==> src/rtl/fma_exp_retire_if.sv <==
// Result handshake bundle between the FMA exponent generator, the retire stage and
// its consumer. The slave modport is the retire stage; master is the surrounding logic.
interface fma_exp_retire_if #(
  parameter int TAGW = 4
);
  logic            in_valid;
  logic            in_ready;
  logic [10:0]     in_w;
  logic            in_prodof;
  logic            in_sumof;
  logic            in_sumuf;
  logic            in_invalid;
  logic [TAGW-1:0] in_tag;

  logic            out_valid;
  logic            out_ready;
  logic [10:0]     out_w;
  logic [2:0]      out_flags;
  logic [TAGW-1:0] out_tag;

  modport slave (
    input  in_valid, in_w, in_prodof, in_sumof, in_sumuf, in_invalid, in_tag,
    output in_ready,
    output out_valid, out_w, out_flags, out_tag,
    input  out_ready
  );

  modport master (
    output in_valid, in_w, in_prodof, in_sumof, in_sumuf, in_invalid, in_tag,
    input  in_ready,
    input  out_valid, out_w, out_flags, out_tag,
    output out_ready
  );
endinterface

==> src/rtl/fma_exp_retire.sv <==
// FMA exponent retire stage: derives {NV,OF,UF} per op, queues results in order,
// keeps sticky flags and a retire counter. Define FMA_EXP_RETIRE_SKID_EN for a 2-entry skid buffer.
module fma_exp_retire #(
  parameter int TAGW = 4,
  parameter int CNTW = 16
) (
  input  logic                clk,
  input  logic                resetn,
  fma_exp_retire_if.slave     bus,
  input  logic                flag_clr,
  output logic [2:0]          fflags,
  output logic [CNTW-1:0]     retire_cnt
);

  typedef struct packed {
    logic [10:0]     w;
    logic [2:0]      flags;
    logic [TAGW-1:0] tag;
  } entry_t;

`ifdef FMA_EXP_RETIRE_SKID_EN
  localparam int DEPTH = 2;
`else
  localparam int DEPTH = 1;
`endif

  logic [1:0]       count_reg;
  logic [1:0]       count_next;
  entry_t           mem_reg [DEPTH];
  entry_t           head;
  entry_t           in_entry;
  logic [DEPTH-1:0] wr_en;
  logic             accept;
  logic             retire;
  logic             of_bit;
  logic             wr_sel;

  assign accept = bus.in_valid & bus.in_ready;
  assign retire = bus.out_valid & bus.out_ready;

  // Invalid masks overflow, and any overflow masks underflow.
  always_comb begin
    of_bit         = (bus.in_prodof | bus.in_sumof) & ~bus.in_invalid;
    in_entry.w     = bus.in_w;
    in_entry.tag   = bus.in_tag;
    in_entry.flags = {bus.in_invalid, of_bit, bus.in_sumuf & ~bus.in_invalid & ~of_bit};
  end

  always_comb begin
    count_next = count_reg;
    if (accept && !retire) begin
      count_next = count_reg + 2'd1;
    end else if (!accept && retire) begin
      count_next = count_reg - 2'd1;
    end
  end

`ifdef FMA_EXP_RETIRE_SKID_EN
  logic wr_ptr_reg;
  logic rd_ptr_reg;
  logic in_ready_reg;

  always_ff @(posedge clk or negedge resetn) begin
    if (!resetn) begin
      wr_ptr_reg   <= 1'b0;
      rd_ptr_reg   <= 1'b0;
      in_ready_reg <= 1'b1;
    end else begin
      wr_ptr_reg   <= wr_ptr_reg ^ accept;
      rd_ptr_reg   <= rd_ptr_reg ^ retire;
      in_ready_reg <= (count_next < 2'd2);
    end
  end

  assign wr_sel       = wr_ptr_reg;
  assign bus.in_ready = resetn & in_ready_reg;

  always_comb begin
    head = mem_reg[rd_ptr_reg];
  end
`else
  assign wr_sel       = 1'b0;
  // A full entry may be refilled in the same cycle it retires.
  assign bus.in_ready = resetn & (~bus.out_valid | bus.out_ready);

  always_comb begin
    head = mem_reg[0];
  end
`endif

  for (genvar gi = 0; gi < DEPTH; gi++) begin : g_wr_en
    assign wr_en[gi] = accept & (wr_sel == 1'(gi));
  end

  always_ff @(posedge clk or negedge resetn) begin
    if (!resetn) begin
      for (int i = 0; i < DEPTH; i++) begin
        mem_reg[i] <= '0;
      end
    end else begin
      for (int i = 0; i < DEPTH; i++) begin
        if (wr_en[i]) begin
          mem_reg[i] <= in_entry;
        end
      end
    end
  end

  always_ff @(posedge clk or negedge resetn) begin
    if (!resetn) begin
      count_reg <= 2'd0;
    end else begin
      count_reg <= count_next;
    end
  end

  assign bus.out_valid = (count_reg != 2'd0);
  assign bus.out_w     = head.w;
  assign bus.out_flags = head.flags;
  assign bus.out_tag   = head.tag;

  // A clear coincident with a retire keeps only the retiring op's flags.
  always_ff @(posedge clk or negedge resetn) begin
    if (!resetn) begin
      fflags     <= 3'b000;
      retire_cnt <= '0;
    end else begin
      if (flag_clr && retire) begin
        fflags <= head.flags;
      end else if (flag_clr) begin
        fflags <= 3'b000;
      end else if (retire) begin
        fflags <= fflags | head.flags;
      end
      if (retire) begin
        retire_cnt <= retire_cnt + 1'b1;
      end
    end
  end

endmodule
==> src/flat_wrapper.sv <==
// flat-port wrapper written by rule: the top's interface ports become plain ports
module fma_exp_retire_flat 
#(
  parameter int TAGW = 4,
  parameter int CNTW = 16
)
  (clk, resetn, flag_clr, fflags, retire_cnt, bus_in_valid, bus_in_w, bus_in_prodof, bus_in_sumof, bus_in_sumuf, bus_in_invalid, bus_in_tag, bus_in_ready, bus_out_valid, bus_out_w, bus_out_flags, bus_out_tag, bus_out_ready);
  fma_exp_retire_if #(.TAGW(TAGW)) bus_i ();
  input  logic clk;
  input  logic resetn;
  input  logic flag_clr;
  output logic [2:0] fflags;
  output logic [CNTW-1:0] retire_cnt;
  input wire logic [$bits(bus_i.in_valid)-1:0] bus_in_valid;
  input wire logic [$bits(bus_i.in_w)-1:0] bus_in_w;
  input wire logic [$bits(bus_i.in_prodof)-1:0] bus_in_prodof;
  input wire logic [$bits(bus_i.in_sumof)-1:0] bus_in_sumof;
  input wire logic [$bits(bus_i.in_sumuf)-1:0] bus_in_sumuf;
  input wire logic [$bits(bus_i.in_invalid)-1:0] bus_in_invalid;
  input wire logic [$bits(bus_i.in_tag)-1:0] bus_in_tag;
  output wire logic [$bits(bus_i.in_ready)-1:0] bus_in_ready;
  output wire logic [$bits(bus_i.out_valid)-1:0] bus_out_valid;
  output wire logic [$bits(bus_i.out_w)-1:0] bus_out_w;
  output wire logic [$bits(bus_i.out_flags)-1:0] bus_out_flags;
  output wire logic [$bits(bus_i.out_tag)-1:0] bus_out_tag;
  input wire logic [$bits(bus_i.out_ready)-1:0] bus_out_ready;
  assign bus_i.in_valid = bus_in_valid;
  assign bus_i.in_w = bus_in_w;
  assign bus_i.in_prodof = bus_in_prodof;
  assign bus_i.in_sumof = bus_in_sumof;
  assign bus_i.in_sumuf = bus_in_sumuf;
  assign bus_i.in_invalid = bus_in_invalid;
  assign bus_i.in_tag = bus_in_tag;
  assign bus_in_ready = bus_i.in_ready;
  assign bus_out_valid = bus_i.out_valid;
  assign bus_out_w = bus_i.out_w;
  assign bus_out_flags = bus_i.out_flags;
  assign bus_out_tag = bus_i.out_tag;
  assign bus_i.out_ready = bus_out_ready;
  fma_exp_retire #(.TAGW(TAGW), .CNTW(CNTW)) u_core (.clk(clk), .resetn(resetn), .bus(bus_i), .flag_clr(flag_clr), .fflags(fflags), .retire_cnt(retire_cnt));
endmodule
==> config.mk <==
export PLATFORM = sky130hd
export DESIGN_NAME = fma_exp_retire_flat
export DESIGN_NICKNAME = d
export VERILOG_FILES = /design/src/rtl/fma_exp_retire_if.sv /design/src/rtl/fma_exp_retire.sv /design/src/flat_wrapper.sv
export SDC_FILE = /design/constraint.sdc
export NUM_CORES = 1
export LEC_CHECK = 0
export BUFFER_PORTS_ARGS = -buffer_cell sky130_fd_sc_hd__buf_2
export CAP_MARGIN = 20
export CORE_MARGIN = 3
export CORE_UTILIZATION = 35
export CTS_BUF_LIST = sky130_fd_sc_hd__clkbuf_4
export DETAILED_ROUTE_END_ITERATION = 8
export GPL_ROUTABILITY_DRIVEN = 1
export SLEW_MARGIN = 5
export SYNTH_ARGS = -nofsm -noshare
export SYNTH_HDL_FRONTEND = slang
export SYNTH_SLANG_ARGS = --single-unit
==> constraint.sdc <==
create_clock -name clk -period 2.05 [get_ports clk]
set_input_delay 0.41 -clock clk [delete_from_list [all_inputs] [get_ports clk]]
set_output_delay 0.41 -clock clk [all_outputs]
set_load 0.02 [all_outputs]
==> flow_metrics.env, run 1 <==
export IMPL_status="completed"
export IMPL_nNetsFinal=222
export IMPL_n_fill_cell=441
export IMPL_yosysSeqAreaShare=0.597
export IMPL_yosys_warnings=0
export IMPL_fp_dieArea_sq_um=5520
export IMPL_cts_buffers=5
export IMPL_grt_max_degree=27
export IMPL_fp_row_count=24
export IMPL_postCtsSetupBuffers=0
export IMPL_end_kind="flop"
export IMPL_avgSynthCellArea_sq_um=12.9
export IMPL_cts_root_buf="clkbuf_4"
export IMPL_seqCellArea_sq_um=976
export IMPL_worstSetupPathType="flop to flop"
export IMPL_tightest_slew_ps=459
export IMPL_syn_instance_count=127
export IMPL_slowest_stage="or4_4"
export IMPL_finalWeightedCongestion=0.757
export IMPL_io_buffers=62
export IMPL_grt_pass1_wl_um=5640
export IMPL_layout_drive_gt1_share=0.477
export IMPL_firstDrtPassIters=4
export IMPL_vdd_drop_max_mv=0.626
export IMPL_cp_slowest_stage_delay_ps=570
export IMPL_grt_usage=0.135
export IMPL_clkTransAtPathRegs_ps=120
export IMPL_antenna_found_initial=0
export IMPL_min_period_over_period=0.881
export IMPL_critPathMaxFanout=6
export IMPL_cp_required_ps=2330
export IMPL_crit_chain="nor2_2 -> nor2b_4 -> inv_2 -> or4_4 -> nor3_4 -> xor2_1"
export IMPL_synth_nets=153
export IMPL_die_y_um=74.3
export IMPL_multi_input_area_sq_um=613
export IMPL_yosysTopAreaCell="dfrtp_1"
export IMPL_cts_tree="yes"
export IMPL_coreArea_sq_um=4440
export IMPL_drt_iter0_drc=24
export IMPL_cts_repair_resized=0
export IMPL_syn_cell_area_sq_um=1630
export IMPL_synth_area_leaders="dfrtp_1 60%, mux2_2 12%, xnor2_1 5.4%"
export IMPL_timing_setup_tns_ps=0
export IMPL_ys_dominant_reg_cell="dfrtp_1"
export IMPL_grt_pass1_vias=1232
export IMPL_critPathArrivalTime_ps=2090
export IMPL_p_leak_nw=1.04
export IMPL_hpwl_um=2690
export IMPL_htreeDepth=2
export IMPL_drcViolationCount=0
export IMPL_synth_top_area_share=0.597
export IMPL_maxSlewViolCount=0
export IMPL_avgViaCountPerCell=4.74
export IMPL_placed_area_sq_um=2010
export IMPL_maxSlewHeadroom=0.692
export IMPL_cp_top_family="simple AND/OR/NAND/NOR gates"
export IMPL_antenna_cells=0
export IMPL_setup_viol=0
export IMPL_avgRoutedWirePerCell_um=13.8
export IMPL_area_growth_pct=26.4
export IMPL_fmax_mhz=554
export IMPL_pin_count=63
export IMPL_cap_violations=0
export IMPL_die_w_um=74.3
export IMPL_min_path_type="primary input to asynchronous set/reset pin"
export IMPL_postCtsHoldBufs=0
export IMPL_rsz0062_at_grt="no"
export IMPL_regMostFlops="u_core.retire_cnt"
export IMPL_insertion_delay_ps=350
export IMPL_powerDensity_nw_per_um2=1310
export IMPL_fin_skew_ps=15.3
export IMPL_layout_min_cycle_time_ps=1810
export IMPL_cts_sinks=39
export IMPL_async_flop_share=1.00
export IMPL_critPathBufInv=1
export IMPL_synth_edf_count=0
export IMPL_finalInstanceArea_sq_um=2070
export IMPL_finalHoldViolations=0
export IMPL_clockBufferDepth=2
export IMPL_yosysUniqueCellTypes=28
export IMPL_grt_overflow=0
export IMPL_drt_wl_total_um=3430
export IMPL_start_util=0.368
export IMPL_largest_reg_flops=16
export IMPL_yosysMostFrequentCell="dfrtp_1"
export IMPL_start_kind="flop"
export IMPL_ys_ff_latch=39
export IMPL_num_vias=1181
export IMPL_synth_top_cells_by_count="39 x dfrtp_1, 17 x mux2_2, 10 x nand2_1, 10 x xnor2_1, 8 x xor2_1"
export IMPL_postRouteAntennaNets=0
[per-stage QoR]
step | power [mW] | instances | worst slack, ps | hold WS, ps | util
2_1_floorplan | 1.92 | 127 | 292 | 114 | -
3_3_place_gp | 2.30 | 241 | 249 | 417 | 0.453
3_5_place_dp | 2.34 | 241 | 199 | 419 | 0.453
4_1_cts | 2.74 | 249 | 213 | 22.2 | 0.465
5_1_grt | 2.89 | 249 | 92.9 | 11.5 | 0.465
6_report | 2.70 | 249 | 243 | 31.3 | 0.465
[layout by cell type, fill, tap and decap left out, drive strengths merged]
cell type,synthesis,layout
inv,7,7
nand3b,1,1
and4,2,2
o21a,1,1
and3,1,1
xnor2,10,10
or2,1,1
dfrtp,39,39
or4,1,1
nor2,7,7
o2111ai,1,1
mux2,17,17
xor2,8,8
o31ai,1,1
o211ai,1,1
nor3,2,2
ha,2,2
nand3,5,5
buf,1,65
nand4,1,1
o21ai,4,4
clkbuf,2,6
nand2,10,10
clkinv,0,2
nor2b,2,2
[layer usage]
layer  track usage  routed length, um  up-vias
li1              -                  -      568
met1         0.157               1470      562
met2         0.231               1650       49
met3        0.0608                303        2
met4        0.0296                  9        0
met5             0                  0        -
[cell type report]
class | instances | share of cell area
flip-flops and latches | 39 | 0.472
clock buffers | 6 | 0.0218
clock inverters | 2 | 0.00363
multi-input cells | 78 | 0.297
well taps | 52 | 0.0315
repair buffers | 65 | 0.161
inverters | 7 | 0.0127
[logic make-up after synthesis]
group | after synthesis | synth area share
simple gates | 33 | 0.115
flops | 39 | 0.597
fa+ha+maj | 2 | 0.0153
xor+xnor | 18 | 0.0965
buf+inv | 10 | 0.0276
compound gates | 8 | 0.0314
mux | 17 | 0.117
[power breakdown]
group	internal [mW]	total, mW	switching (mW)	leakage, nW
Combinational	0.436	1.07	0.633	0.540
Sequential	1.03	1.24	0.214	0.474
Clock	0.140	0.388	0.247	0.0307
[worst paths after layout]
kind                                       from                      end  slack (ps)  cells past startpoint
min in group clk                 bus_in_invalid  u_core.bus.out_flags[1]         260                      2
max                         u_core.count_reg[0]    u_core.retire_cnt[15]         240                      6
max in group asynchronous                resetn      u_core.bus.out_w[2]        1700                      2
min reg2reg                u_core.retire_cnt[5]     u_core.retire_cnt[5]         490                      1
max reg2reg                 u_core.count_reg[0]    u_core.retire_cnt[15]         240                      6
min                                      resetn      u_core.count_reg[0]          30                      2
Power figures use the tool's default switching activity.
==> run 2: changes to the inputs <==
--- a/config.mk
+++ b/config.mk
@@ -8,7 +8,7 @@
 export BUFFER_PORTS_ARGS = -buffer_cell sky130_fd_sc_hd__buf_2
 export CAP_MARGIN = 20
 export CORE_MARGIN = 3
-export CORE_UTILIZATION = 35
+export CORE_UTILIZATION = 30
 export CTS_BUF_LIST = sky130_fd_sc_hd__clkbuf_4
 export DETAILED_ROUTE_END_ITERATION = 8
 export GPL_ROUTABILITY_DRIVEN = 1
==> flow_metrics.env, run 2 (synthesis results as in run 1) <==
export IMPL_cp_required_ps=2320
export IMPL_critPathArrivalTime_ps=2090
export IMPL_detailedPlace_worstSlack_ps=197
export IMPL_cp_top_family="simple AND/OR/NAND/NOR gates"
export IMPL_grtUsageMet1=0.139
export IMPL_fp_row_count=26
export IMPL_setup_slack_ps=231
export IMPL_sw_frac_of_total=0.401
export IMPL_end_kind="flop"
export IMPL_critPathBufInv=1
export IMPL_crit_chain="nor2_2 -> nor2b_4 -> inv_2 -> or4_4 -> nor3_4 -> xor2_1"
export IMPL_pwr_share_seq=0.458
export IMPL_cap_violations=0
export IMPL_finalInstanceArea_sq_um=2090
export IMPL_r2r_cells=6
export IMPL_clkTransAtPathRegs_ps=120
export IMPL_status="completed"
export IMPL_postCtsHoldBufs=0
export IMPL_grt_usage=0.111
export IMPL_rsz0062_at_grt="no"
export IMPL_critPathMaxFanout=6
export IMPL_cts_root_buf="clkbuf_4"
export IMPL_p_int_mw=1.60
export IMPL_postRouteAntennaNets=0
export IMPL_drt_wl_total_um=3270
export IMPL_grt_max_degree=40
export IMPL_nNetsFinal=221
export IMPL_whs_ps=150
export IMPL_fp_dieArea_sq_um=6370
export IMPL_slowest_stage="or4_4"
export IMPL_coreArea_sq_um=5170
export IMPL_final_common_cell="buf_2"
export IMPL_grt_pass1_wl_um=5510
export IMPL_postCtsSetupBuffers=0
export IMPL_cts_repair_resized=0
export IMPL_grt_overflow=0
export IMPL_mostFrequentLayoutCells="62 x buf_2, 39 x dfrtp_1, 17 x mux2_2"
export IMPL_seqCellArea_sq_um=976
export IMPL_die_w_um=79.8
export IMPL_cts_sinks=39
export IMPL_firstDrtPassIters=3
export IMPL_timing_setup_tns_ps=0
export IMPL_grt_busiest_layer="met2"
export IMPL_drt_iter0_drc=62
export IMPL_multi_input_area_sq_um=613
export IMPL_layout_drive_gt1_share=0.485
export IMPL_finalWeightedCongestion=0.662
export IMPL_setup_viol=0
export IMPL_total_power_mw=2.68
export IMPL_regMostFlops="u_core.retire_cnt"
export IMPL_hpwl_um=2450
export IMPL_power_switching_mw=1.07
export IMPL_maxSlewHeadroom=0.667
export IMPL_min_path_type="primary input to asynchronous set/reset pin"
export IMPL_cts_tree="yes"
export IMPL_fmax_mhz=550
export IMPL_avgRoutedWirePerCell_um=12.3
export IMPL_largest_reg_flops=16
export IMPL_met2_usage=0.174
export IMPL_insertion_delay_ps=340
export IMPL_p_leak_nw=1.04
export IMPL_final_util=0.403
export IMPL_min_period_over_period=0.888
export IMPL_start_util=0.316
export IMPL_avgViaCountPerCell=4.36
export IMPL_cts_buffers=5
export IMPL_powerDensity_nw_per_um2=1280
export IMPL_worst_path_stages=6
export IMPL_clockBufferDepth=2
export IMPL_antenna_found_initial=0
export IMPL_die_y_um=79.8
export IMPL_vdd_drop_max_mv=0.404
export IMPL_cp_slowest_stage_delay_ps=570
export IMPL_maxSlewViolCount=0
export IMPL_finalHoldViolations=0
export IMPL_drcViolationCount=0
export IMPL_grt_pass1_vias=1137
export IMPL_fin_skew_ps=9.14
export IMPL_comb_power_share=0.397
export IMPL_worstSetupPathType="flop to flop"
export IMPL_num_vias=1159
export IMPL_p_clk_frac=0.145
export IMPL_htreeDepth=2
export IMPL_start_kind="flop"
export IMPL_area_growth_pct=27.6
export IMPL_placed_area_sq_um=2030
export IMPL_antenna_cells=0
export IMPL_tightest_slew_ps=500
export IMPL_n_fill_cell=515
export IMPL_pin_count=63
export IMPL_fin_cells=266
export IMPL_dp_cells=258
export IMPL_grt_use_met3=0.0395
export IMPL_layout_min_cycle_time_ps=1820
export IMPL_io_buffers=62
## run 2: cell count changes in the layout (fill, tap and decap cells not counted), sizes merged
cell      change
clkinvlp      +1
buf           -1
clkinv        -1
## run 2: path summary, 6_finish.rpt
path | end | start | slack [ps]
max | u_core.retire_cnt[15] | u_core.count_reg[0] | 230
min | u_core.retire_cnt[5] | resetn | 150
max reg2reg | u_core.retire_cnt[15] | u_core.count_reg[0] | 230
min reg2reg | u_core.retire_cnt[15] | u_core.retire_cnt[15] | 480
max in group asynchronous | u_core.bus.out_tag[2] | resetn | 1550
min in group clk | u_core.bus.out_flags[1] | bus_in_invalid | 270
## run 2: power groups by stage
stage / combinational, mW / clock, mW / sequential (mW)
finish: 1.06 / 0.389 / 1.23
CTS: 1.08 / 0.418 / 1.23
detailed placement: 1.08 / 0 / 1.25
floorplan: 0.403 / 0 / 1.52
global placement: 1.06 / 0 / 1.24
global route: 1.15 / 0.463 / 1.27
## run 2: routing by layer
metal	up-vias	share of wire
li1	566	-
met1	547	0.45
met2	42	0.47
met3	4	0.070
met4	0	0.011
met5	-	0
## run 2: layout make-up
type / count / area share
clock buffer: 6 / 0.0216
inverter: 7 / 0.0126
sequential: 39 / 0.468
timing repair buffer: 64 / 0.156
clock inverter: 2 / 0.00600
multi-input combinational: 78 / 0.294
tap: 70 / 0.0420
==> run 3: changes to the inputs <==
--- a/config.mk
+++ b/config.mk
@@ -8,10 +8,11 @@
 export BUFFER_PORTS_ARGS = -buffer_cell sky130_fd_sc_hd__buf_2
 export CAP_MARGIN = 20
 export CORE_MARGIN = 3
-export CORE_UTILIZATION = 30
+export CORE_UTILIZATION = 50
 export CTS_BUF_LIST = sky130_fd_sc_hd__clkbuf_4
 export DETAILED_ROUTE_END_ITERATION = 8
 export GPL_ROUTABILITY_DRIVEN = 1
+export PLACE_DENSITY = 0.82
 export SLEW_MARGIN = 5
 export SYNTH_ARGS = -nofsm -noshare
 export SYNTH_HDL_FRONTEND = slang
==> constraint.sdc (replaced) <==
create_clock -name clk -period 2.05 [get_ports clk]
set_input_delay 0.205 -clock clk [delete_from_list [all_inputs] [get_ports clk]]
set_output_delay 0.205 -clock clk [all_outputs]
set_load 0.02 [all_outputs]
==> flow_metrics.env, run 3 (synthesis results as in run 1) <==
export IMPL_layout_drive_gt1_share=0.474
export IMPL_min_path_type="primary input to flop"
export IMPL_num_vias=1174
export IMPL_r2r_cells=6
export IMPL_grt_usage=0.183
export IMPL_rr_endpoint="u_core.retire_cnt[15]"
export IMPL_seqCellArea_sq_um=976
export IMPL_r2r_start="u_core.count_reg[0]"
export IMPL_placed_area_sq_um=2000
export IMPL_detailedPlace_worstSlack_ps=255
export IMPL_cap_violations=0
export IMPL_min_period_over_period=0.889
export IMPL_total_power_mw=2.65
export IMPL_maxSlewHeadroom=0.669
export IMPL_min_path_cells=2
export IMPL_drt_iter0_drc=37
export IMPL_p_int_mw=1.58
export IMPL_p_clk_frac=0.132
export IMPL_clkTransAtPathRegs_ps=100
export IMPL_grt_pass1_wl_um=5730
export IMPL_drt_wl_total_um=3230
export IMPL_critPathMaxFanout=40
export IMPL_pin_count=63
export IMPL_drcViolationCount=0
export IMPL_powerDensity_nw_per_um2=1290
export IMPL_tightest_slew_ps=493
export IMPL_timing_setup_tns_ps=0
export IMPL_regToRegSetupSlack_ps=270
export IMPL_nNetsFinal=222
export IMPL_sw_frac_of_total=0.403
export IMPL_cts_tree="yes"
export IMPL_layout_min_cycle_time_ps=1820
export IMPL_grt_pass1_vias=1241
export IMPL_io_buffers=62
export IMPL_finalInstanceArea_sq_um=2050
export IMPL_setup_slack_ps=227
export IMPL_final_util=0.667
export IMPL_start_util=0.531
export IMPL_p_leak_nw=1.04
export IMPL_regMostFlops="u_core.retire_cnt"
export IMPL_firstDrtPassIters=4
export IMPL_clockBufferDepth=2
export IMPL_cts_buffers=5
export IMPL_start_kind="primary input"
export IMPL_final_common_cell="buf_2"
export IMPL_cts_sinks=39
export IMPL_setup_viol=0
export IMPL_antenna_cells=0
export IMPL_coreArea_sq_um=3080
export IMPL_antenna_found_initial=0
export IMPL_avgViaCountPerCell=4.89
export IMPL_mostFrequentLayoutCells="62 x buf_2, 39 x dfrtp_1, 17 x mux2_2"
export IMPL_cts_repair_resized=0
export IMPL_finalHoldViolations=0
export IMPL_fmax_mhz=548
export IMPL_worstSetupPathType="primary input to output pin"
export IMPL_dp_cells=232
export IMPL_avgRoutedWirePerCell_um=13.5
export IMPL_critPathArrivalTime_ps=1620
export IMPL_grt_overflow=0
export IMPL_critPathCapture="bus_in_ready"
export IMPL_htreeDepth=2
export IMPL_finalWeightedCongestion=0.768
export IMPL_crit_start="resetn"
export IMPL_end_kind="output pin"
export IMPL_maxSlewViolCount=0
export IMPL_power_switching_mw=1.07
export IMPL_hpwl_um=2480
export IMPL_fin_cells=240
export IMPL_comb_power_share=0.402
export IMPL_whs_ps=76.3
export IMPL_insertion_delay_ps=340
export IMPL_die_y_um=63.2
export IMPL_grt_max_degree=41
export IMPL_fin_skew_ps=14.6
export IMPL_largest_reg_flops=16
export IMPL_postRouteAntennaNets=0
export IMPL_fp_row_count=20
export IMPL_rsz0062_at_grt="no"
export IMPL_area_growth_pct=25.6
export IMPL_fp_dieArea_sq_um=3990
export IMPL_cp_required_ps=1850
export IMPL_die_w_um=63.2
export IMPL_cts_root_buf="clkbuf_4"
export IMPL_n_fill_cell=241
export IMPL_multi_input_area_sq_um=613
export IMPL_vdd_drop_max_mv=0.736
export IMPL_pwr_share_seq=0.466
export IMPL_status="completed"
## run 3: metal layers
metal | share of wire | track usage | vias to the layer above
met5 | 0 | 0 | -
met4 | 0.013 | 0.0661 | 0
met3 | 0.074 | 0.0588 | 5
met2 | 0.48 | 0.302 | 43
met1 | 0.43 | 0.225 | 565
li1 | - | - | 561
## run 3: final cells by class
class | count | share of cell area
multi-input combinational | 78 | 0.299
tap | 44 | 0.0268
clock buffer | 5 | 0.0183
timing repair buffer | 65 | 0.163
inverter | 7 | 0.0128
clock inverter | 2 | 0.00427
sequential | 39 | 0.476
## run 3: worst max-delay path, stage by stage
cell and delay (ps):
dlygate4sd3_1 530, buf_2 110, buf_4 420, o21a_1 180, buf_2 160
## run 3: power by group through the flow
| stage | Sequential, mW | Clock, mW | Combinational (mW) |
|---|---|---|---|
| after floorplan | 1.52 | 0 | 0.403 |
| after global placement | 1.23 | 0 | 1.05 |
| after detailed placement | 1.25 | 0 | 1.08 |
| after CTS | 1.24 | 0.368 | 1.09 |
| after global routing | 1.28 | 0.400 | 1.16 |
| final | 1.24 | 0.349 | 1.07 |
## run 3: repair_timing
action,in CTS,in global routing
hold buffers,1,0
hold endpoints to repair,39,0
setup buffers,0,0
## run 3: worst min-delay path by stage
stage / start / end
5_1_grt: bus_in_w[6] / u_core.bus.out_w[6]
3_3_place_gp: resetn / u_core.retire_cnt[6]
6_report: flag_clr / u_core.fflags[2]
3_5_place_dp: resetn / u_core.retire_cnt[3]
2_1_floorplan: resetn / u_core.bus.out_flags[0]
4_1_cts: flag_clr / u_core.fflags[2]
